<file path="src/rtl/multicycle_control.sv">
// Multicycle control FSM for the 32-bit custom-ISA datapath: sequences each instruction
// through fetch/decode/execute/memory/writeback, stalls on mem_ready and traps bad opcodes.
`timescale 1ns/1ps

module multicycle_control #(
    parameter int              OPW      = 6,
    parameter int              ALUW     = 5,
    parameter logic [ALUW-1:0] ALU_ADD  = ALUW'(5'b11111),
    parameter int              WAIT_MAX = 16
) (
    input  logic            clk,
    input  logic            reset_n,
    input  logic [31:0]     ins,
    input  logic            mem_ready,
    input  logic            branch_taken,
    output logic            PCWrite,
    output logic            IorD,
    output logic            IRWrite,
    output logic            MemRead,
    output logic            MemWrite,
    output logic            MemToReg,
    output logic            RegDst,
    output logic            RegWrite,
    output logic            LinkWrite,
    output logic            ALUSrcA,
    output logic [1:0]      ALUSrcB,
    output logic [1:0]      PCSource,
    output logic [ALUW-1:0] ALUControl,
    output logic            illegal,
    output logic [3:0]      state_o
);

    localparam logic [3:0] S_FETCH   = 4'd0;
    localparam logic [3:0] S_DECODE  = 4'd1;
    localparam logic [3:0] S_MEMADDR = 4'd2;
    localparam logic [3:0] S_MEMRD   = 4'd3;
    localparam logic [3:0] S_MEMWB   = 4'd4;
    localparam logic [3:0] S_MEMWR   = 4'd5;
    localparam logic [3:0] S_EXEC_R  = 4'd6;
    localparam logic [3:0] S_EXEC_I  = 4'd7;
    localparam logic [3:0] S_ALUWB   = 4'd8;
    localparam logic [3:0] S_BRANCH  = 4'd9;
    localparam logic [3:0] S_JUMP    = 4'd10;
    localparam logic [3:0] S_TRAP    = 4'd11;

    localparam logic [OPW-1:0] OP_LW   = OPW'(6'b100011);
    localparam logic [OPW-1:0] OP_SW   = OPW'(6'b101011);
    localparam logic [OPW-1:0] OP_AND  = OPW'(6'b100000);
    localparam logic [OPW-1:0] OP_NOR  = OPW'(6'b100110);
    localparam logic [OPW-1:0] OP_NOT  = OPW'(6'b010100);
    localparam logic [OPW-1:0] OP_ROLV = OPW'(6'b000000);
    localparam logic [OPW-1:0] OP_RORV = OPW'(6'b000010);
    localparam logic [OPW-1:0] OP_NORI = OPW'(6'b001110);
    localparam logic [OPW-1:0] OP_BLEU = OPW'(6'b010000);
    localparam logic [OPW-1:0] OP_JR   = OPW'(6'b001000);
    localparam logic [OPW-1:0] OP_JAL  = OPW'(6'b000011);

    // The counter only has to represent WAIT_MAX-1: the limit itself is never stored.
    localparam int             CW        = (WAIT_MAX > 1) ? $clog2(WAIT_MAX) : 1;
    localparam logic [CW-1:0]  WAIT_LAST = CW'(WAIT_MAX - 1);

    logic [3:0]      state_r;
    logic [3:0]      state_next_s;
    logic [CW-1:0]   wait_cnt_r;
    logic            illegal_r;
    logic            rdst_r;
    logic [OPW-1:0]  opcode_s;
    logic [ALUW-1:0] alu_field_s;
    logic            waiting_s;
    logic            timeout_s;
    logic            ins_unused_s;

    logic            pc_write_s;
    logic            iord_s;
    logic            ir_write_s;
    logic            mem_read_s;
    logic            mem_write_s;
    logic            mem_to_reg_s;
    logic            reg_dst_s;
    logic            reg_write_s;
    logic            link_write_s;
    logic            alu_src_a_s;
    logic [1:0]      alu_src_b_s;
    logic [1:0]      pc_source_s;
    logic [ALUW-1:0] alu_ctl_s;

    assign opcode_s     = ins[31:32-OPW];
    assign alu_field_s  = ins[31:32-ALUW];
    assign ins_unused_s = ^ins;

    assign waiting_s = (state_r == S_FETCH) || (state_r == S_MEMRD) || (state_r == S_MEMWR);
    // A completing handshake in the limit cycle takes precedence over the timeout.
    assign timeout_s = (WAIT_MAX != 0) && (wait_cnt_r == WAIT_LAST) && !mem_ready;

    // Next-state selection
    always_comb begin
        state_next_s = state_r;
        case (state_r)
            S_FETCH: begin
                if (mem_ready) begin
                    state_next_s = S_DECODE;
                end else if (timeout_s) begin
                    state_next_s = S_TRAP;
                end else begin
                    state_next_s = S_FETCH;
                end
            end
            S_DECODE: begin
                case (opcode_s)
                    OP_LW, OP_SW:                                 state_next_s = S_MEMADDR;
                    OP_AND, OP_NOR, OP_NOT, OP_ROLV, OP_RORV:     state_next_s = S_EXEC_R;
                    OP_NORI:                                      state_next_s = S_EXEC_I;
                    OP_BLEU:                                      state_next_s = S_BRANCH;
                    OP_JR, OP_JAL:                                state_next_s = S_JUMP;
                    default:                                      state_next_s = S_TRAP;
                endcase
            end
            S_MEMADDR: begin
                if (opcode_s == OP_SW) begin
                    state_next_s = S_MEMWR;
                end else begin
                    state_next_s = S_MEMRD;
                end
            end
            S_MEMRD: begin
                if (mem_ready) begin
                    state_next_s = S_MEMWB;
                end else if (timeout_s) begin
                    state_next_s = S_TRAP;
                end else begin
                    state_next_s = S_MEMRD;
                end
            end
            S_MEMWR: begin
                if (mem_ready) begin
                    state_next_s = S_FETCH;
                end else if (timeout_s) begin
                    state_next_s = S_TRAP;
                end else begin
                    state_next_s = S_MEMWR;
                end
            end
            S_MEMWB:  state_next_s = S_FETCH;
            S_EXEC_R: state_next_s = S_ALUWB;
            S_EXEC_I: state_next_s = S_ALUWB;
            S_ALUWB:  state_next_s = S_FETCH;
            S_BRANCH: state_next_s = S_FETCH;
            S_JUMP:   state_next_s = S_FETCH;
            S_TRAP:   state_next_s = S_TRAP;
            default:  state_next_s = S_TRAP;
        endcase
    end

    // State, wait counter, sticky trap flag and the R/I destination select
    always_ff @(posedge clk) begin
        if (!reset_n) begin
            state_r    <= S_FETCH;
            wait_cnt_r <= {CW{1'b0}};
            illegal_r  <= 1'b0;
            rdst_r     <= 1'b0;
        end else begin
            state_r <= state_next_s;
            if (state_next_s != state_r) begin
                wait_cnt_r <= {CW{1'b0}};
            end else if (waiting_s && !mem_ready) begin
                wait_cnt_r <= wait_cnt_r + CW'(1'b1);
            end else begin
                wait_cnt_r <= wait_cnt_r;
            end
            if (state_next_s == S_TRAP) begin
                illegal_r <= 1'b1;
            end else begin
                illegal_r <= illegal_r;
            end
            if (state_r == S_EXEC_R) begin
                rdst_r <= 1'b1;
            end else if (state_r == S_EXEC_I) begin
                rdst_r <= 1'b0;
            end else begin
                rdst_r <= rdst_r;
            end
        end
    end

    // Moore output decode; only the FETCH write strobes follow mem_ready directly
    always_comb begin
        pc_write_s   = 1'b0;
        iord_s       = 1'b0;
        ir_write_s   = 1'b0;
        mem_read_s   = 1'b0;
        mem_write_s  = 1'b0;
        mem_to_reg_s = 1'b0;
        reg_dst_s    = 1'b0;
        reg_write_s  = 1'b0;
        link_write_s = 1'b0;
        alu_src_a_s  = 1'b0;
        alu_src_b_s  = 2'b00;
        pc_source_s  = 2'b00;
        alu_ctl_s    = ALU_ADD;
        case (state_r)
            S_FETCH: begin
                mem_read_s  = 1'b1;
                alu_src_b_s = 2'b01;
                if (mem_ready) begin
                    ir_write_s = 1'b1;
                    pc_write_s = 1'b1;
                end else begin
                    ir_write_s = 1'b0;
                    pc_write_s = 1'b0;
                end
            end
            S_DECODE: begin
                alu_ctl_s = ALU_ADD;
            end
            S_MEMADDR: begin
                alu_src_a_s = 1'b1;
                alu_src_b_s = 2'b10;
            end
            S_MEMRD: begin
                mem_read_s = 1'b1;
                iord_s     = 1'b1;
            end
            S_MEMWB: begin
                reg_write_s  = 1'b1;
                mem_to_reg_s = 1'b1;
                reg_dst_s    = 1'b0;
            end
            S_MEMWR: begin
                mem_write_s = 1'b1;
                iord_s      = 1'b1;
            end
            S_EXEC_R: begin
                alu_src_a_s = 1'b1;
                alu_src_b_s = 2'b00;
                alu_ctl_s   = alu_field_s;
            end
            S_EXEC_I: begin
                alu_src_a_s = 1'b1;
                alu_src_b_s = 2'b10;
                alu_ctl_s   = alu_field_s;
            end
            S_ALUWB: begin
                reg_write_s  = 1'b1;
                mem_to_reg_s = 1'b0;
                reg_dst_s    = rdst_r;
            end
            S_BRANCH: begin
                pc_source_s = 2'b01;
                pc_write_s  = branch_taken;
            end
            S_JUMP: begin
                pc_write_s = 1'b1;
                if (opcode_s == OP_JAL) begin
                    pc_source_s  = 2'b11;
                    link_write_s = 1'b1;
                    reg_write_s  = 1'b1;
                end else begin
                    pc_source_s  = 2'b10;
                end
            end
            S_TRAP: begin
                alu_ctl_s = ALU_ADD;
            end
            default: begin
                alu_ctl_s = ALU_ADD;
            end
        endcase
    end

    // Enables are forced low for as long as reset is held.
    assign PCWrite    = reset_n && pc_write_s;
    assign IRWrite    = reset_n && ir_write_s;
    assign MemRead    = reset_n && mem_read_s;
    assign MemWrite   = reset_n && mem_write_s;
    assign RegWrite   = reset_n && reg_write_s;
    assign LinkWrite  = reset_n && link_write_s;
    assign IorD       = iord_s;
    assign MemToReg   = mem_to_reg_s;
    assign RegDst     = reg_dst_s;
    assign ALUSrcA    = alu_src_a_s;
    assign ALUSrcB    = alu_src_b_s;
    assign PCSource   = pc_source_s;
    assign ALUControl = alu_ctl_s;
    assign illegal    = illegal_r;
    assign state_o    = state_r;

endmodule

</file>
<file path="config.mk">
export PLATFORM = sky130hd
export DESIGN_NAME = multicycle_control
export DESIGN_NICKNAME = d
export VERILOG_FILES = /design/src/rtl/multicycle_control.sv
export SDC_FILE = /design/constraint.sdc
export NUM_CORES = 1
export LEC_CHECK = 0
export ABC_AREA = 1
export CAP_MARGIN = 15
export CORE_UTILIZATION = 28
export CTS_CLUSTER_SIZE = 24
export DETAILED_ROUTE_END_ITERATION = 6
export PLACE_DENSITY = 0.68
export SETUP_SLACK_MARGIN = 0.05
export SLEW_MARGIN = 40
export SYNTH_ARGS = -nofsm -noshare
export SYNTH_HDL_FRONTEND = slang
export SYNTH_SLANG_ARGS = --single-unit
</file>
<file path="constraint.sdc">
create_clock -name clk -period 2.61 [get_ports clk]
set_input_delay 0.6525 -clock clk [delete_from_list [all_inputs] [get_ports clk]]
set_output_delay 0.6525 -clock clk [all_outputs]
set_load 0.01 [all_outputs]
</file>
# --- Word level (Yosys, flattened, before mapping) ---
# Cells that the tools add are included.
# W data, S select, Z words.
op_classes:
  n_addsub: 1
  n_mul: 0
  n_reduce_logical: 25
  shift: 0
  n_eq_ne: 23
  n_mux: 27
  n_div: 0
  bitwise_logic: 1
  magnitude_cmp: 0
op_table:
  columns: ["op", "count"]
  rows:
  - ["$pmux W4 S7", 1]
  - ["$eq A6 B6 Y1 const B", 4]
  - ["$mux W4", 6]
  - ["$eq A4 B4 Y1 const B", 5]
  - ["$pmux W4 S5", 1]
  - ["$eq A4 B3 Y1 const B", 4]
  - ["$reduce_or A2 Y1", 8]
  - ["$mux W1", 13]
  - ["$eq A6 B2 Y1 const B", 2]
  - ["$eq A6 B4 Y1 const B", 2]
  - ["$eq A6 B5 Y1 const B", 2]
  - ["$eq A4 B2 Y1 const B", 2]
  - ["$logic_and A1 B1 Y1", 8]
  - ["$pmux W2 S2", 2]
  - ["$logic_not A6 Y1", 1]
  - ["$mux W5", 1]
  - ["$reduce_or A5 Y1", 1]
  - ["$add A4 B1 Y4 const B", 1]
  - ["$eq A4 B1 Y1 const B", 1]
  - ["$logic_not A4 Y1", 1]
  - ["$ne A4 B4 Y1", 1]
  - ["$reduce_or A4 Y1", 1]
  - ["$mux W3", 1]
  - ["$pmux W1 S3", 1]
  - ["other kinds (6)", 7]
totals:
  input_bits: 36
  word_cells: 81
  regBits: 10
  n_memories: 0
  ram_bits: 0
  out_inout_bits: 24
  latchBits: 0
  rom_bits: 0

# --- Logic depth before layout (Yosys ltp) ---
logic_depth:
  depth_word: 7
  ltp_mapped: 14
  ltp_nobuf: 14

# --- Least setup slack after synthesis ---
# No wires, ideal clock.
synth_path:
  kind: "input port to output port"
  startpoint: "input port ins[31]"
  endpoint: "output port RegWrite"
  path_buffers: 0
  t_arrival_ns: 1.452
  stages: 4
  setup_slack_ns: 0.505
  required_ns: 1.957
  cell_sequence: "nor2_1 nand3_1 or2_2 a21oi_1"
synth_via:
  elab_chain_len: 4
synth_rtl:
  columns: ["element", "line", "source"]
  rows:
  - ["from (decl)", "13", "input logic [31:0] ins,"]
  - ["$eq A6 B2 Y1", "253", "if (opcode_s == OP_JAL) begin"]
  - ["$mux W1", "253", null]
  - ["$pmux W1 S2", "200", "case (state_r)"]
  - ["$logic_and A1 B1 Y1", "275", "assign RegWrite = reset_n && reg_write_s;"]
  - ["to (decl)", "23", "output logic RegWrite,"]
# Every way passes these cells.

# --- Worst setup path in the final report ---
layout_path:
  startpoint: "input port ins[30]"
  endpoint: "output port PCSource[0]"
layout_via:
  elab_chain_len: 3
layout_rtl:
  columns: ["element", "line", "source"]
  rows:
  - ["$eq A6 B2 Y1", "253", null]
  - ["$mux W1", "253", null]
  - ["$pmux W2 S2", "200", null]
  - ["to (decl)", "27", "output logic [1:0] PCSource,"]
# Every way passes these cells.

==> results_dict.tcl <==
set metrics [dict create \
    run_status "completed" \
    arithmetic_cell_share_of_the_synthesized_area_counting_full_adders_half_adders_and_majority_gates_pct 1.30 \
    synth_xor_area_share_pct 2.73 \
    cp.arrival_ns 1.87 \
    grt.total_usage_pct 16.3 \
    power_report.internal_total_uw 554 \
    worstSetupPathType "in -> out" \
    core_area_um2 3150 \
    crit_buf_inv 2 \
    power.leakage_nw 0.789 \
    synth_simple_gate_area_share_pct 53.4 \
    layout.nets 267 \
    via_count 1203 \
    combinational_family_with_the_most_area_after_synthesis "simple AND/OR/NAND/NOR gates" \
    drt_pass1_iterations 4 \
    buffers_inserted_by_post_cts_timing_repair 0 \
    timing.final.max_slew_violations 0 \
    grt_pass1_vias 1095 \
    worst_path_dominant_cell_family "buffers and inverters" \
    final_cell_count_no_fill 273 \
    synth_cells 176 \
    synth_cell_type_count 26 \
    numClockSinks 10 \
    timing.hold.ws_ns 0.453 \
    final_setup_violation_count 0 \
    setup_repair_after_global_routing_missed_its_margin "yes" \
    syn-num-nets 213 \
    r2r-start "wait_cnt_r[0]" \
    finalCritPeriodShare_pct 96.6 \
    post_route_cells_drive_above_1_share_pct 25.3 \
    synth_top_area_share_pct 20.8 \
    switchingPower_uw 479 \
    drc 0 \
    die_w_um 60.7 \
    seq_area_frac_synth_pct 20.8 \
    clock_tree.root_cell "sky130_fd_sc_hd__clkbuf_4" \
    post-synth-top-area-cell "sky130_fd_sc_hd__dfxtp_1" \
    syn_area_per_cell_um2 5.47 \
    cp-start-kind "primary input" \
    layout_skew_ns 0.00354 \
    critPathMaxFanout 3 \
    combinationalPowerShare_pct 65.8 \
    placed_cells_incl_taps 269 \
    timing.critical_path.to_type "primary output" \
    layout_min_cycle_time_ns 2.52 \
    netSwitchingFraction_pct 46.4 \
    worstPathCellList "clkdlybuf4s50_1, nor2_2, nand3_1, or2_4, nand2_1, clkdlybuf4s15_2" \
    grt_max_degree 8 \
    synthTopCellsByArea "sky130_fd_sc_hd__dfxtp_1 21%, sky130_fd_sc_hd__nand2_1 18%, sky130_fd_sc_hd__nor2_1 11%" \
    start_util_pct 30.6 \
    grt_first_pass_wirelength_um 4480 \
    die_y_um 60.7 \
    drt_iter0_drc 34 \
    power_per_cell_area_nw_per_um2 680 \
    globalplace.congestion 0.866 \
    max-clock-path-buffers 2 \
    finalHoldViolCount 0 \
    max_cap_viols 0 \
    required_ns 1.96 \
    timing.hold.worst_path_depth 2 \
    place_hpwl_um 2260 \
    drt-vias-per-instance 4.41 \
    maximum_vdd_ir_drop_mv 0.345 \
    wl_per_cell_um 10.1 \
    cts_tree "yes" \
    area_growth_pct 57.8 \
    globalRouteOverflowTotal 0 \
    synthesis.area_um2 963 \
    antenna_cells_inserted 0 \
    synthMuxAreaShare_pct 0 \
    rows 20 \
    pwr-share-clk_pct 14.1 \
    h-tree-depth 1 \
    holdCritStartpoint "illegal" \
    timing.max_slew.rel_slack_pct 82.0 \
    worstHoldPathType "reg -> reg" \
    cpMaxStageDelayCell "sky130_fd_sc_hd__clkdlybuf4s50_1" \
    seq_power_share_pct 20.2 \
    maxClockFrequency_ghz 0.397 \
    io_pins 60 \
    synth_seq_cells 10 \
    cp_max_stage_delay_ns 0.44 \
    min_delay_worst_endpoint "illegal" \
    count_of_antenna_violating_nets_left_after_detailed_routing 0 \
    antenna_found_initial 0 \
    cts_inserted_buffers 3 \
    finalWirelength_um 2760 \
    yosys_warnings 0 \
    port_buffers 33 \
    ff2ff_setup_slack_ns 0.90 \
    r2r-end "wait_cnt_r[0]" \
    clock_insertion_delay_worst_skew_ns 0.27 \
    worstMarginPinSlew_ns 0.268 \
    worst-r2r-cell-count 11 \
    share_of_the_synthesized_area_in_compound_gates_ao_oa_aoi_oai_pct 9.35 \
    die-area_um2 3680 \
    power.total_mw 1.03 \
    cts.reportedPaths.clkPinSlew_ns 0.07 \
]
[metal layers]
| layer | vias to the layer above | track usage (%) | part of all wire [%] |
|---|---|---|---|
| met1 | 519 | 22.9 | 52 |
| li1 | 656 | - | - |
| met2 | 26 | 25.6 | 43 |
| met5 | - | 0 | 0 |
| met3 | 2 | 2.13 | 3.4 |
| met4 | 0 | 5.52 | 0.76 |
[logic make-up (layout without fill, tap and decap cells)]
family,Yosys count,in the layout
DFF,10,10
AOI/OAI and AO/OA,15,15
adders and majority gates,1,1
and+or+nand+nor,115,115
xor gates and xnor gates,3,3
buffers and inverters,32,85
[power by group through the flow]
stage               sequential, mW  combinational [mW]  clock (mW)
floorplan                    0.225               0.393           0
global placement             0.209               0.686           0
detailed placement           0.210               0.689           0
CTS                          0.207               0.680       0.150
global route                 0.211               0.764       0.153
finish                       0.209               0.680       0.145
[area by class of cell]
class                   count  area [µm²]
fillers                   359        1630
repair buffers             50         455
well taps                  44        55.1
inverters                  31         116
clock buffers               4        36.3
flip-flops and latches     10         201
multi-input cells         134         656
[cells in the mapped netlist, drive strengths merged]
master and count:
nor2 35, clkbuf 1, a31oi 2, or2 2, a21oi 8, nand4 2
xor2 1, nor3 2, nand2 54, inv 31, and3 1, a221oi 1
o21ai 3, nor4 1, dfxtp 10, nand3 18, ha 1, o22ai 1
xnor2 2
[placed cells by master (no fill, tap or decap), types with 2 or more instances in the layout]
cell type	n
sky130_fd_sc_hd__o21ai_0	2
sky130_fd_sc_hd__inv_1	21
sky130_fd_sc_hd__a31oi_1	2
sky130_fd_sc_hd__nand4_1	2
sky130_fd_sc_hd__nand2_1	46
sky130_fd_sc_hd__nand3_1	17
sky130_fd_sc_hd__nand2_2	8
sky130_fd_sc_hd__nor2_1	26
sky130_fd_sc_hd__dlymetal6s2s_1	5
sky130_fd_sc_hd__dfxtp_1	9
sky130_fd_sc_hd__clkdlybuf4s50_1	20
sky130_fd_sc_hd__buf_4	17
sky130_fd_sc_hd__a21oi_1	7
sky130_fd_sc_hd__inv_2	10
sky130_fd_sc_hd__buf_2	2
sky130_fd_sc_hd__nor2_2	9
sky130_fd_sc_hd__clkbuf_4	3
sky130_fd_sc_hd__dlygate4sd2_1	5
sky130_fd_sc_hd__xnor2_1	2
[worst max-delay path by stage]
| stage | depth (start not counted) | from | slack, ns | end |
|---|---|---|---|---|
| floorplan | 4 | ins[31] | 0.51 | RegWrite |
| global placement | 7 | ins[26] | -0.41 | RegWrite |
| detailed placement | 6 | ins[28] | -0.40 | RegWrite |
| CTS | 7 | ins[26] | 0.05 | PCSource[0] |
| global route | 6 | ins[29] | 0.03 | PCSource[0] |
| finish | 6 | ins[30] | 0.09 | PCSource[0] |
[worst min-delay path: stages (launching register included)]
cell	delay [ns]
sky130_fd_sc_hd__dfxtp_1	0.31
sky130_fd_sc_hd__inv_1	0.05
sky130_fd_sc_hd__a21oi_1	0.05
[stage by stage]
step / setup WS, ns / util (%) / cell area (µm²) / TNS, ns
detailed placement: -0.402 / 46.7 / 1470 / -1.15
CTS: 0.0509 / 47.6 / 1500 / 0
global placement: -0.411 / 46.7 / 1470 / -1.14
floorplan: 0.505 / - / 963 / 0
finish: 0.0895 / 48.2 / 1520 / 0
global route: 0.0263 / 48.2 / 1520 / 0
[sequential cells by signal, indices dropped and copies added (netlist names)]
name        count
state_o         4
rdst_r          1
wait_cnt_r      4
illegal         1
[what timing repair did]
action / 4_1_cts / 5_1_grt
pin swaps: 0 / 2
gates resized for setup: 20 / 8
endpoints found under the setup margin: 9 / 8
hold buffers: 0 / 0
Power figures use the tool's default switching activity.
